`src/rtl/therm_accum.sv`:
```
// Thermometer-word decoder and windowed accumulator with valid/ready result port.
// Optional THERM_ACCUM_STRICT_EN: bubbled words are flagged but neither summed nor counted.
module therm_accum #(
  parameter int unsigned WIN   = 16,
  parameter int unsigned ACC_W = 8
) (
  input  logic             clk,
  input  logic             rst,
  input  logic             in_valid,
  output logic             in_ready,
  input  logic [7:0]       in_therm,
  output logic             out_valid,
  input  logic             out_ready,
  output logic [ACC_W-1:0] out_sum,
  output logic             out_err,
  output logic             out_sat
);

  localparam int unsigned CNT_W = (WIN > 1) ? $clog2(WIN) : 1;
  localparam int unsigned SUM_W = ACC_W + 1;
  localparam logic [CNT_W-1:0] CNT_LAST = CNT_W'(WIN - 1);
  localparam logic [ACC_W-1:0] ACC_MAX  = {ACC_W{1'b1}};

  localparam logic [1:0] IDLE  = 2'd0;
  localparam logic [1:0] ACCUM = 2'd1;
  localparam logic [1:0] HOLD  = 2'd2;

  logic [1:0]       state, state_n;
  logic [ACC_W-1:0] acc, acc_n;
  logic [CNT_W-1:0] cnt, cnt_n;
  logic             err, err_n;
  logic             sat, sat_n;
  logic             in_ready_n;
  logic             out_valid_n;
  logic [ACC_W-1:0] out_sum_n;
  logic             out_err_n;
  logic             out_sat_n;

  logic [3:0]       pop_c;
  logic             bubble_c;
  logic [3:0]       value_c;
  logic             counted_c;
  logic             accept_c;
  logic [SUM_W-1:0] sum_c;

  // A bubble is any 1 sitting directly below a 0.
  always_comb begin
    pop_c = 4'd0;
    for (int i = 0; i < 8; i++) begin
      pop_c = pop_c + 4'(in_therm[i]);
    end
    bubble_c = |(in_therm[6:0] & ~in_therm[7:1]);
  end

`ifdef THERM_ACCUM_STRICT_EN
  assign counted_c = ~bubble_c;
  assign value_c   = bubble_c ? 4'd0 : pop_c;
`else
  assign counted_c = 1'b1;
  assign value_c   = pop_c;
`endif

  assign accept_c = in_valid & in_ready;
  // Extra top bit of the sum is the saturation indicator.
  assign sum_c    = {1'b0, acc} + SUM_W'(value_c);

  always_ff @(posedge clk) begin
    if (rst) begin
      state     <= IDLE;
      acc       <= '0;
      cnt       <= '0;
      err       <= 1'b0;
      sat       <= 1'b0;
      in_ready  <= 1'b1;
      out_valid <= 1'b0;
      out_sum   <= '0;
      out_err   <= 1'b0;
      out_sat   <= 1'b0;
    end else begin
      state     <= state_n;
      acc       <= acc_n;
      cnt       <= cnt_n;
      err       <= err_n;
      sat       <= sat_n;
      in_ready  <= in_ready_n;
      out_valid <= out_valid_n;
      out_sum   <= out_sum_n;
      out_err   <= out_err_n;
      out_sat   <= out_sat_n;
    end
  end

  // Next state plus next values of every registered output.
  always_comb begin
    state_n     = state;
    acc_n       = acc;
    cnt_n       = cnt;
    err_n       = err;
    sat_n       = sat;
    in_ready_n  = in_ready;
    out_valid_n = out_valid;
    out_sum_n   = out_sum;
    out_err_n   = out_err;
    out_sat_n   = out_sat;

    case (state)
      IDLE, ACCUM: begin
        if (accept_c) begin
          err_n = err | bubble_c;
          if (counted_c) begin
            sat_n = sat | sum_c[ACC_W];
            acc_n = sum_c[ACC_W] ? ACC_MAX : sum_c[ACC_W-1:0];
            if (cnt == CNT_LAST) begin
              state_n     = HOLD;
              cnt_n       = '0;
              in_ready_n  = 1'b0;
              out_valid_n = 1'b1;
              out_sum_n   = acc_n;
              out_err_n   = err_n;
              out_sat_n   = sat_n;
            end else begin
              state_n = ACCUM;
              cnt_n   = cnt + CNT_W'(1);
            end
          end
        end
      end

      HOLD: begin
        if (out_ready) begin
          state_n     = IDLE;
          acc_n       = '0;
          cnt_n       = '0;
          err_n       = 1'b0;
          sat_n       = 1'b0;
          in_ready_n  = 1'b1;
          out_valid_n = 1'b0;
        end
      end

      default: begin
        state_n     = IDLE;
        acc_n       = '0;
        cnt_n       = '0;
        err_n       = 1'b0;
        sat_n       = 1'b0;
        in_ready_n  = 1'b1;
        out_valid_n = 1'b0;
      end
    endcase
  end

endmodule

```
`config.mk`:
```
export PLATFORM = sky130hd
export DESIGN_NAME = therm_accum
export DESIGN_NICKNAME = d
export VERILOG_FILES = /design/src/rtl/therm_accum.sv
export SDC_FILE = /design/constraint.sdc
export NUM_CORES = 1
export LEC_CHECK = 0
export BUFFER_PORTS_ARGS = -buffer_cell sky130_fd_sc_hd__buf_4
export CAP_MARGIN = 30
export CORE_ASPECT_RATIO = 0.8
export CORE_MARGIN = 5
export CORE_UTILIZATION = 63
export CTS_BUF_LIST = sky130_fd_sc_hd__clkbuf_4 sky130_fd_sc_hd__clkbuf_8
export DETAILED_ROUTE_END_ITERATION = 16
export GPL_TIMING_DRIVEN = 1
export PLACE_DENSITY = 0.88
export SLEW_MARGIN = 20
export SYNTH_ARGS = -nofsm -noshare
export SYNTH_HDL_FRONTEND = slang
export SYNTH_SLANG_ARGS = --single-unit
```
`constraint.sdc`:
```
create_clock -name clk -period 6.3 [get_ports clk]
set_input_delay 1.26 -clock clk [delete_from_list [all_inputs] [get_ports clk]]
set_output_delay 1.26 -clock clk [all_outputs]
set_load 0.01 [all_outputs]
```
==> metrics.yaml, run 1 <==
fin_tns_setup_ps: 0
syn-cell-area_sq_um: 1590
tightest_slew_ps: 645
cts_root_buffer: "clkbuf_4"
vias: 1444
grt_pass1_vias: 1382
synth_edf_count: 0
multi_input_area_sq_um: 945
drv_cap: 0
synthFlopType: "dfxtp_1"
start_kind: "primary input"
remaining_drc_errors: 0
status: "finished clean"
clk_pin_slew_ps: 150
postCtsSetupRepairBufs: 0
start_util_pct: 65.7
io_pins: 24
ant_nets: 0
die_y_microns: 54.9
powerDensity_nw_per_um2: 246
clock_latency_ps: 330
gp_congestion: 0.863
ctsResizeCount: 0
totalWireLength_microns: 3800
fin_util_pct: 74.3
synthArstFlopShare_pct: 0
n_antenna_cell: 0
hold_violations: 0
fin_crit_ps: 4530
ir_drop_v: 0.000155
grt_pass1_wl_microns: 6340
synth_warnings: 0
synth_nets: 207
rows: 16
syn-mean-instance-area_sq_um: 8.69
die_w_microns: 66.2
yosys_register_bits: 28
clock_skew_ps: 5.37
cts_buffer_depth: 2
track_usage_pct: 23.2
area_delta_synth_final_pct: 13.2
leakagePower_nw: 0.767
setup_violations: 0
grt_max_degree: 33
wire_per_inst_microns: 16.0
cp_data_required_time_ps: 6560
num-fill-cells: 187
max_freq_mhz: 221
num-nets-final: 227
via_per_inst: 6.07
drive_above_1_share_pct: 18.8
yosysUniqueCellTypes: 45
clock_sinks: 28
final_common_cell: "dfxtp_1"
cts_tree: "built"
dr.pass1.iters: 4
hp-class: "reg -> reg"
core_sq_um: 2420
antenna_found_initial: 0
layout_common_cells: "dfxtp_1 (28), buf_4 (23), nor2_1 (22)"
syn-instance-count: 183
grt_overflow: 0
relSlewSlack_pct: 56.8
cp.arrival_ps: 4790
cts_made_buffers: 3
yosysSeqAreaShare_pct: 35.2
dieArea_sq_um: 3640
maxSlewViolCount: 0
crit_path_max_fanout: 11
end_kind: "flop"
dp_hpwl_microns: 2740
drtIter0Drc: 159
ff_latch_area_sq_um: 561
fin_crit_sh_pct: 71.9
crit_type: "in -> reg"
rsz0062_at_grt: "no"
io_buffers: 23
cts_hold_buf: 0
htree_num_levels: 1
[through the flow]
stage | power, mW | instances | setup WS (ps) | hold WS [ps] | instance area, sq um
after floorplan | 0.314 | 183 | 1940 | 432 | 1590
after global routing | 0.469 | 238 | 1600 | 491 | 1800
final | 0.443 | 238 | 1770 | 466 | 1800
after detailed placement | 0.355 | 234 | 1460 | 446 | 1760
after global placement | 0.340 | 234 | 1680 | 439 | 1760
after CTS | 0.441 | 238 | 1800 | 465 | 1800
[layout make-up]
type	count	share of cell area, %
inverter	11	2.29
sequential	28	31.1
clock buffer	4	2.02
multi-input combinational	136	52.5
tap	36	2.50
timing repair buffer	23	9.59
[metal layers]
metal	wire length (microns)	track usage [%]	up-vias
met3	258	5.45	4
met5	0	0	-
li1	-	-	683
met4	33	8.11	0
met1	1580	28.1	700
met2	1930	41.0	57
[state kept, by name, summed over array words and instances (netlist names)]
name	cells
out_sat	1
cnt	4
acc	8
in_ready	1
out_err	1
err	1
state	2
out_valid	1
out_sum	8
sat	1
[synth_stat cells, types with 3 or more instances]
cell	instances	share of area, %
nor2_1	22	5.2
nand2_1	10	2.4
nor2b_1	3	1.2
nand3b_1	3	1.4
and3_1	4	1.6
a22oi_1	4	1.9
clkbuf_1	3	0.71
o21ai_0	8	2.5
nor3_1	12	3.8
o31ai_1	3	1.4
nand3_1	5	1.6
nand2b_1	3	1.2
buf_4	3	1.4
mux2i_1	4	2.5
inv_1	11	2.6
dfxtp_1	28	35
ha_1	7	5.5
fa_1	5	6.3
a21oi_1	14	4.4
[worst paths after layout]
kind,from,end,slack (ps),cells past startpoint
max,in_therm[0],acc[2],1770,13
min,acc[0],acc[0],470,2
max reg2reg,acc[0],acc[2],2970,11
min reg2reg,acc[0],acc[0],470,2
[report_power, final]
group          internal, mW  leakage, nW  switching, mW
Clock                0.0354       0.0210         0.0518
Combinational        0.0666        0.519         0.0911
Sequential            0.189        0.227        0.00862
[logic make-up after synthesis]
| family | count (synthesis) | synth area share (%) |
|---|---|---|
| AOI/OAI and AO/OA | 45 | 19.9 |
| xor gates and xnor gates | 2 | 1.10 |
| adders and majority gates | 12 | 11.8 |
| buffers and inverters | 19 | 5.35 |
| DFF | 28 | 35.2 |
| muxes | 4 | 2.52 |
| and+or+nand+nor | 73 | 24.1 |
[critical path, stage by stage]
cell	delay, ps
buf_4	120
fa_1	520
inv_1	50
fa_1	500
fa_1	430
fa_1	410
inv_1	90
fa_1	220
a21o_1	170
a21oi_4	90
nor2_1	530
o21ai_0	200
a21oi_1	210
No activity file was read; power rests on OpenSTA's default activity.
==> run 2: changes to the inputs <==
- CORE_UTILIZATION: 63 -> 58
- PLACE_DENSITY: 0.88 -> 0.82
- clock period: 6.3 -> 4.6 ns (I/O delays scaled with it)
==> run 2 against run 1 <==
Non-clock buffer count unchanged. Core utilization is 7.6 points lower. Combinational power rose by 35%. Via count is 4.8% lower. Register-to-register slack lost 1700 ps. Cell count up 0.84%. Largest power group unchanged. Setup slack lost 1300 ps. Critical path type unchanged.
==> metrics.yaml, run 2 (same netlist as run 1, synthesis figures left out) <==
status: "finished clean"
drtIter0Drc: 122
maxSlewViolCount: 0
fin_crit_sh_pct: 90.1
holdCritStartpoint: "out_sum[7]"
dp_cells: 236
min_to: "out_sum[7]"
ir_drop_v: 0.000282
totalWireLength_microns: 3510
clock_sinks: 28
powerDensity_nw_per_um2: 335
start_util_pct: 58.9
drv_cap: 0
rsz0062_at_grt: "no"
fin_util_pct: 66.7
max_freq_mhz: 241
grt_overflow: 0
p_total_mw: 0.603
r2r_cells: 11
crit_path_max_fanout: 11
postCtsSetupRepairBufs: 0
clk_pin_slew_ps: 140
dr.pass1.iters: 6
min_path_cells: 2
rows: 17
core_sq_um: 2700
final_common_cell: "dfxtp_1"
fin_tns_setup_ps: 0
grt_pass1_wl_microns: 5910
die_y_microns: 56.8
dp_hpwl_microns: 2620
clock_latency_ps: 330
antenna_found_initial: 0
finalHoldWorstSlack_ps: 464
stdcell_count: 240
layout_common_cells: "dfxtp_1 (28), buf_4 (23), nor2_1 (22)"
r2r-start: "acc[0]"
io_pins: 24
num-nets-final: 227
start_kind: "primary input"
drive_above_1_share_pct: 18.8
cts_made_buffers: 3
crit_type: "in -> reg"
n_antenna_cell: 0
setup_violations: 0
ant_nets: 0
cp.arrival_ps: 4420
htree_num_levels: 1
ctsResizeCount: 0
wire_per_inst_microns: 14.6
rrSetupSlack_ps: 1300
vias: 1375
end_kind: "flop"
gp_congestion: 0.846
cp_data_required_time_ps: 4880
cts_tree: "built"
relSlewSlack_pct: 59.4
final_cell_area_sq_um: 1800
tightest_slew_ps: 607
leakagePower_nw: 0.767
final.setup.worst_slack_ps: 453
largestRegisters: "acc: 8 flops, out_sum: 8 flops, cnt: 4 flops"
remaining_drc_errors: 0
postPlaceCellArea_sq_um: 1770
cts_buffer_depth: 2
dieArea_sq_um: 3900
die_w_microns: 68.5
via_per_inst: 5.73
cts_root_buffer: "clkbuf_4"
track_usage_pct: 19.6
fin_crit_ps: 4150
io_buffers: 23
grt_max_degree: 33
clock_skew_ps: 2.59
cts_hold_buf: 0
hold_violations: 0
grt_pass1_vias: 1327
hp-class: "reg -> reg"
area_delta_synth_final_pct: 13.4
place_ws_ps: 148
r2r_end: "acc[2]"
## run 2: cell counts in the layout (fill, tap and decap cells not counted)
Identical to the previous run, type by type.
## run 2: worst max path at each step
stage	start	endpoint	slack, ps
floorplan	in_therm[0]	out_sum[2]	580
global placement	in_therm[0]	acc[2]	320
detailed placement	in_therm[0]	acc[3]	150
CTS	in_therm[0]	acc[2]	480
global route	in_therm[0]	acc[3]	220
finish	in_therm[0]	acc[2]	450
## run 2: final cells by class
| cell class | instances | area [sq um] |
|---|---|---|
| multi-input combinational | 136 | 945 |
| fill | 221 | 898 |
| sequential | 28 | 561 |
| timing repair buffer | 23 | 173 |
| tap | 38 | 47.5 |
| inverter | 11 | 41.3 |
| clock buffer | 4 | 36.3 |
## run 2: metal layers
metal / global-route usage (%) / vias to the layer above / part of all wire (%) / routed length, microns
met4: 5.67 / 0 / 2.1 / 72
met3: 4.60 / 10 / 4.9 / 173
li1: - / 688 / - / -
met1: 26.1 / 635 / 45 / 1580
met5: 0 / - / 0 / 0
met2: 30.9 / 42 / 48 / 1690
## run 2: where the power goes
part,total (mW),internal (mW),leakage [nW],switching (mW)
sequential,0.270,0.259,0.227,0.0108
combinational,0.213,0.0911,0.519,0.122
clock,0.121,0.0485,0.0210,0.0720
## run 2: critical path, cell delays in order
cell	delay, ps
buf_4	120
fa_1	530
inv_1	50
fa_1	500
fa_1	450
fa_1	420
inv_1	90
fa_1	200
a21o_1	180
a21oi_4	90
nor2_1	500
o21ai_0	200
a21oi_1	160
